**src/rtl/mem_stage.sv**
```systemverilog
// Memory-access stage: passes ALU results to writeback in 1 cycle, runs one req/ack bus transaction per memory op.
// Stalls upstream from the accept cycle until ack or timeout; ack combinationally releases stall.
module mem_stage #(
  parameter int ADDR_W  = 32,
  parameter int DATA_W  = 16,
  parameter int TIMEOUT = 255
) (
  input  logic              cpu_clk,
  input  logic              cpu_rst,
  input  logic              i_en,
  input  logic [DATA_W-1:0] i_out,
  input  logic [3:0]        i_dst,
  input  logic              i_mem_en,
  input  logic              i_mem_write,
  input  logic [ADDR_W-1:0] i_mem_addr,
  input  logic [DATA_W-1:0] i_st_data,
  output logic              stall,
  output logic              bus_req,
  output logic              bus_we,
  output logic [ADDR_W-1:0] bus_addr,
  output logic [DATA_W-1:0] bus_wdata,
  input  logic [DATA_W-1:0] bus_rdata,
  input  logic              bus_ack,
  output logic              bus_fault,
  output logic [DATA_W-1:0] wb_out,
  output logic [3:0]        wb_dst_reg,
  output logic              wb_en
);

  localparam int CNT_W = (TIMEOUT < 2) ? 1 : $clog2(TIMEOUT + 1);
  localparam logic [CNT_W-1:0] CNT_LAST = (TIMEOUT == 0) ? '0 : CNT_W'(TIMEOUT - 1);
  localparam logic [CNT_W-1:0] CNT_MAX  = '1;

  localparam logic [0:0] ST_IDLE = 1'b0;
  localparam logic [0:0] ST_BUSY = 1'b1;

  logic [0:0]       state;
  logic [CNT_W-1:0] counter;
  logic [3:0]       dst_q;
  logic             timeout_hit;

  // A zero TIMEOUT disables the abort entirely.
  assign timeout_hit = (TIMEOUT != 0) && (counter == CNT_LAST);

  always_comb begin
    if (state == ST_IDLE) begin
      stall = i_mem_en;
    end else begin
      stall = ~bus_ack & ~timeout_hit;
    end
  end

  always_ff @(posedge cpu_clk) begin
    if (cpu_rst) begin
      state      <= ST_IDLE;
      counter    <= '0;
      dst_q      <= '0;
      bus_req    <= 1'b0;
      bus_we     <= 1'b0;
      bus_addr   <= '0;
      bus_wdata  <= '0;
      bus_fault  <= 1'b0;
      wb_out     <= '0;
      wb_dst_reg <= '0;
      wb_en      <= 1'b0;
    end else begin
      bus_fault <= 1'b0;
      if (state == ST_IDLE) begin
        if (i_mem_en) begin
          bus_addr  <= i_mem_addr;
          bus_we    <= i_mem_write;
          bus_wdata <= i_st_data;
          dst_q     <= i_dst;
          bus_req   <= 1'b1;
          counter   <= '0;
          wb_en     <= 1'b0;
          state     <= ST_BUSY;
        end else begin
          wb_out     <= i_out;
          wb_dst_reg <= i_dst;
          wb_en      <= i_en;
        end
      end else begin
        // Ack takes priority over a timeout landing in the same cycle.
        if (bus_ack) begin
          bus_req <= 1'b0;
          state   <= ST_IDLE;
          if (!bus_we) begin
            wb_out     <= bus_rdata;
            wb_dst_reg <= dst_q;
            wb_en      <= 1'b1;
          end else begin
            wb_en <= 1'b0;
          end
        end else if (timeout_hit) begin
          bus_req   <= 1'b0;
          bus_fault <= 1'b1;
          wb_en     <= 1'b0;
          state     <= ST_IDLE;
        end else begin
          wb_en <= 1'b0;
          if (counter != CNT_MAX) begin
            counter <= counter + 1'b1;
          end
        end
      end
    end
  end

endmodule
```
**config.mk**
```make
export PLATFORM = sky130hd
export DESIGN_NAME = mem_stage
export DESIGN_NICKNAME = d
export VERILOG_FILES = /design/src/rtl/mem_stage.sv
export SDC_FILE = /design/constraint.sdc
export NUM_CORES = 1
export LEC_CHECK = 0
export ABC_AREA = 1
export CORE_ASPECT_RATIO = 1.75
export CORE_MARGIN = 2
export CORE_UTILIZATION = 37
export CTS_CLUSTER_SIZE = 20
export DETAILED_ROUTE_END_ITERATION = 6
export PLACE_DENSITY = 0.86
export SYNTH_ARGS = -nofsm -noshare
export SYNTH_HDL_FRONTEND = slang
export SYNTH_SLANG_ARGS = --single-unit
```
**constraint.sdc**
```tcl
create_clock -name cpu_clk -period 1.3 [get_ports cpu_clk]
set_input_delay 0.325 -clock cpu_clk [delete_from_list [all_inputs] [get_ports cpu_clk]]
set_output_delay 0.325 -clock cpu_clk [all_outputs]
set_load 0.005 [all_outputs]
```
# == Word-level counts from Yosys, hierarchy flattened ==
# Index checks and enable logic that the tools add are counted.
# totals
wordCells,58
reg_bits,85
output_inout_bits,73
input_bits,90
# op_classes
addsub,1
n_reduce_logical,6
n_eq_ne,9
mux,27
n_bitwise,4
# op_table
operator,count
$mux 16,4
$mux 8,5
$mux 4,4
$mux 1,14
$add 8x1->8 const B,1
$eq 8x8->1 const B,1
$ne 2x2->1 const B,4
$ne 8x8->1 const B,1
$ne 2x1->1 const B,2
$reduce_and 2->1,2
$reduce_and 4->1,1
$ne 3x2->1 const B,1
$not 1->1,3
$reduce_and 3->1,1
$reduce_or 3->1,1
$reduce_bool 2->1,1
$and 1x1->1,1

# == Depth between registers and ports, before layout ==
# Gate-level depths: netlist of run 1.
# logic_depth
ltp_word,5
depth_mapped,10

# == Least setup slack after synthesis of run 1 ==
# OpenSTA, ideal clock, no wires.
# synth_timing
kind,register -> output
start,reg counter[0]
end,out stall
arrival_time_ns,0.999
path_buffers,0
t_required_ns,0.975
path_slack_ns,-0.024
path_stages_with_launch,7
cell_sequence,dfxtp_1 -> inv_1 -> ha_1 -> nand3_1 -> nand2b_1 -> nand3_1 -> nand2_1
# synth_via
elab_chain_len,4
# synth_lines
item,line_no,source
start: declaration,38,logic [CNT_W-1:0] counter;
start signal: assignment,103,counter <= counter + 1'b1;
$eq 8x8->1,43,assign timeout_hit = (TIMEOUT != 0) && (counter == CNT_LAST);
$not 1->1,49,stall = ~bus_ack & ~timeout_hit;
$and 1x1->1,49,
$mux 1,46,if (state == ST_IDLE) begin
end: declaration,17,"output logic stall,"
# No other way between the ends.

# == Worst setup path after layout of run 1 ==
# Ends and elaborated chain as after synthesis.

==> results of run 1 <==
[per-layer routing]
| layer | up-vias | track usage (%) |
|---|---|---|
| li1 | 1962 | - |
| met1 | 1850 | 22.95 |
| met2 | 188 | 41.40 |
| met3 | 38 | 4.521 |
| met4 | 0 | 12.10 |
| met5 | - | 0 |
[synthesized netlist by cell type]
cell,n,share of area (%)
nor2_1,159,17
nand2_1,88,9.5
dfxtp_1,85,49
o21ai_0,63,9.1
nand3_1,16,2.3
buf_2,15,2.2
inv_1,13,1.4
o21ai_1,10,1.4
a21oi_1,8,1.1
buf_4,7,1.5
clkbuf_1,7,0.75
nor3_1,5,0.72
buf_6,3,0.97
ha_1,2,0.72
inv_2,2,0.22
nand2_2,2,0.36
nand4_1,2,0.36
a211oi_1,1,0.22
inv_4,1,0.18
nand2b_1,1,0.18
nand3_2,1,0.29
nor3_2,1,0.29
o21ai_2,1,0.25
[cells by family (layout without fill, tap and decap cells)]
logic type	Yosys count	after routing	share of synthesized area [%]
and+or+nand+nor	275	275	31.12
buffers and inverters	48	250	7.187
DFF	85	85	48.87
AOI/OAI and AO/OA	83	83	12.11
adders and majority gates	2	2	0.7185
[where the power goes]
part | switching (uW) | leakage, uW | internal (uW) | total (uW)
Combinational | 664 | 0.00198 | 809 | 1470
Clock | 977 | 0.000129 | 1340 | 2320
Sequential | 110 | 0.000706 | 2820 | 2930
Total | 1750 | 0.00281 | 4970 | 6720
[critical path: cells and delay by family, from the launching register on]
family | cells | cell delay, ns
buffers and inverters | 2 | 0.20
DFF | 1 | 0.32
adders and majority gates | 1 | 0.15
and+or+nand+nor | 4 | 0.35
[through the flow]
stage / instances / hold WS (ns) / power, uW
3_3_place_gp: 777 / 0.4644 / 4287
3_5_place_dp: 777 / 0.4713 / 4340
5_1_grt: 815 / 0.4490 / 7018
2_1_floorplan: 493 / 0.4549 / 3491
4_1_cts: 807 / 0.4806 / 6673
6_report: 815 / 0.4277 / 6717
[area by class of cell]
| type | count | share of cell area, % |
|---|---|---|
| inverter | 16 | 1.145 |
| multi-input combinational | 360 | 28.60 |
| clock inverter | 3 | 0.3475 |
| tap | 120 | 2.453 |
| clock buffer | 12 | 4.027 |
| timing repair inverter | 2 | 0.2453 |
| timing repair buffer | 217 | 35.18 |
| sequential | 85 | 28.00 |
[repair_timing]
action,CTS,global route
resized for setup,108,76
cloned,4,0
setup buffers,11,9
pin swaps,3,16
endpoints found under the hold margin,0,0
endpoints found under the setup margin,138,87
[worst min path at each step]
stage	slack, ns	endpoint	cells after the start	from
after floorplan	0.45	dst_q[0]$_SDFFE_PP0N_	2	dst_q[0]$_SDFFE_PP0N_
after global placement	0.46	bus_addr[22]$_SDFFE_PP0N_	2	bus_addr[22]$_SDFFE_PP0N_
after detailed placement	0.47	bus_addr[22]$_SDFFE_PP0N_	2	bus_addr[22]$_SDFFE_PP0N_
after CTS	0.48	bus_addr[22]$_SDFFE_PP0N_	2	bus_addr[22]$_SDFFE_PP0N_
after global routing	0.45	state$_SDFF_PP0_	5	bus_ack
final	0.43	state$_SDFF_PP0_	5	bus_ack
==> results_dict.tcl, run 1 <==
set metrics [dict create \
    grt_pass1_wl_um 18170 \
    worstSkewPairLatency_ns 0.33 \
    slowest_stage "dfxtp_2" \
    fin_ws_ns -0.3792 \
    dp_hpwl_um 8032 \
    grt_start_max_net_pins 40 \
    ys_types 23 \
    path_max_fanout 2 \
    rsz0062_at_grt "true" \
    groute.usage.overall_pct 22.35 \
    syn_avg_cell_area_um2 7.063 \
    rr_worst_depth 10 \
    remaining_drc_errors 0 \
    row_count 46 \
    fin_area_um2 6121 \
    layout-drive-gt1-share_pct 18.99 \
    cp-end-kind "output pin" \
    final_common_cell "nor2_1" \
    r2r_end "counter[7]$_SDFFE_PP0P_" \
    antenna_found_initial 0 \
    netlist_instances 493 \
    leakage_uw 0.002812 \
    initial_utilization_pct 38.29 \
    pre_cts_slack_ns -0.5392 \
    top_layer "met4" \
    finalCritPeriodShare_pct 129.2 \
    largest_reg_flops 32 \
    syn2layout_area_growth_pct 75.78 \
    cts_buffer_depth 2 \
    crit_top_cell "nand3_4" \
    place_area_um2 5398 \
    grt_pass1_vias 3830 \
    post-route-util_pct 67.31 \
    cts_tree "built" \
    portBuffers 162 \
    numCtsBuffers 9 \
    ys_seq_area_share_pct 48.87 \
    reg2reg_from "counter[1]$_SDFFE_PP0P_" \
    worst_pin_slew_ns 0.2746 \
    critPathLaunch "counter[0]$_SDFFE_PP0P_" \
    drtIter0Drc 188 \
    ys_warn_count 0 \
    r2r_setup_slack_ns -0.24 \
    arrival_ns 1.35 \
    routed_wl_um 12070 \
    cp.required_ns 0.98 \
    min_period_ns 1.679 \
    root_buffer "clkbuf_16" \
    hold_buffers 0 \
    via_per_inst 4.955 \
    met3_length_um 731 \
    grt_overflow 0 \
    hold_viol_final 0 \
    antenna_left 0 \
    synth_seq_cells 85 \
    powerDensity_nw_per_um2 1097 \
    fmax_ghz 0.5955 \
    top_register "bus_addr" \
    diodes 0 \
    cts_sinks 85 \
    skew_ns 0.007360 \
    cts.clk_slew.worst_paths_ns 0.06 \
    mostFrequentLayoutCells "nor2_1 (147), clkdlybuf4s50_1 (87), nand2_1 (83), dfxtp_1 (77), dlygate4sd2_1 (69)" \
    maxCapViolations 0 \
    die_height_um 132.3 \
    syn_nets 585 \
    violations "negative setup slack" \
    pin_count 163 \
    vdd_drop_max_mv 0.6312 \
    status "finished, violations left" \
    slew_headroom_pct 81.69 \
    mappedNetlistArea_um2 3482 \
    cp-start-kind "flop" \
    multiInputGateArea_um2 1750 \
    met2WireLength_um 6486 \
    crit_end "stall" \
    vias 4038 \
    core_um2 9094 \
    fill_cells 758 \
    dieArea_um2 10230 \
    hold_path_class "primary input to flop" \
    dr.pass1.iters 4 \
    path_class "flop to output pin" \
    slew_violations 0 \
    seq_area_um2 1714 \
    path_cells "inv_2, ha_4, nand3_4, nand2b_4, nand3_4, nand2_2, buf_2" \
    wl_met1_um 4378 \
    tns_ns -1.862 \
    post_drt_wl_per_cell_um 14.80 \
    setup_violations 9 \
    routabilityCongestion 0.9174 \
    reg.largest.list "bus_addr x32, bus_wdata x16, wb_out x16" \
    htreeDepth 3 \
    max_stage_delay_ns 0.32 \
    die_w_um 77.34 \
    nets 783 \
]
No activity file was read; power rests on OpenSTA's default activity.
==> run 2, diff against run 1 <==
Settings changed: CAP_MARGIN set to 10.
==> results of run 2 <==
Final layout, timing and power as in run 1 (identical DEF).
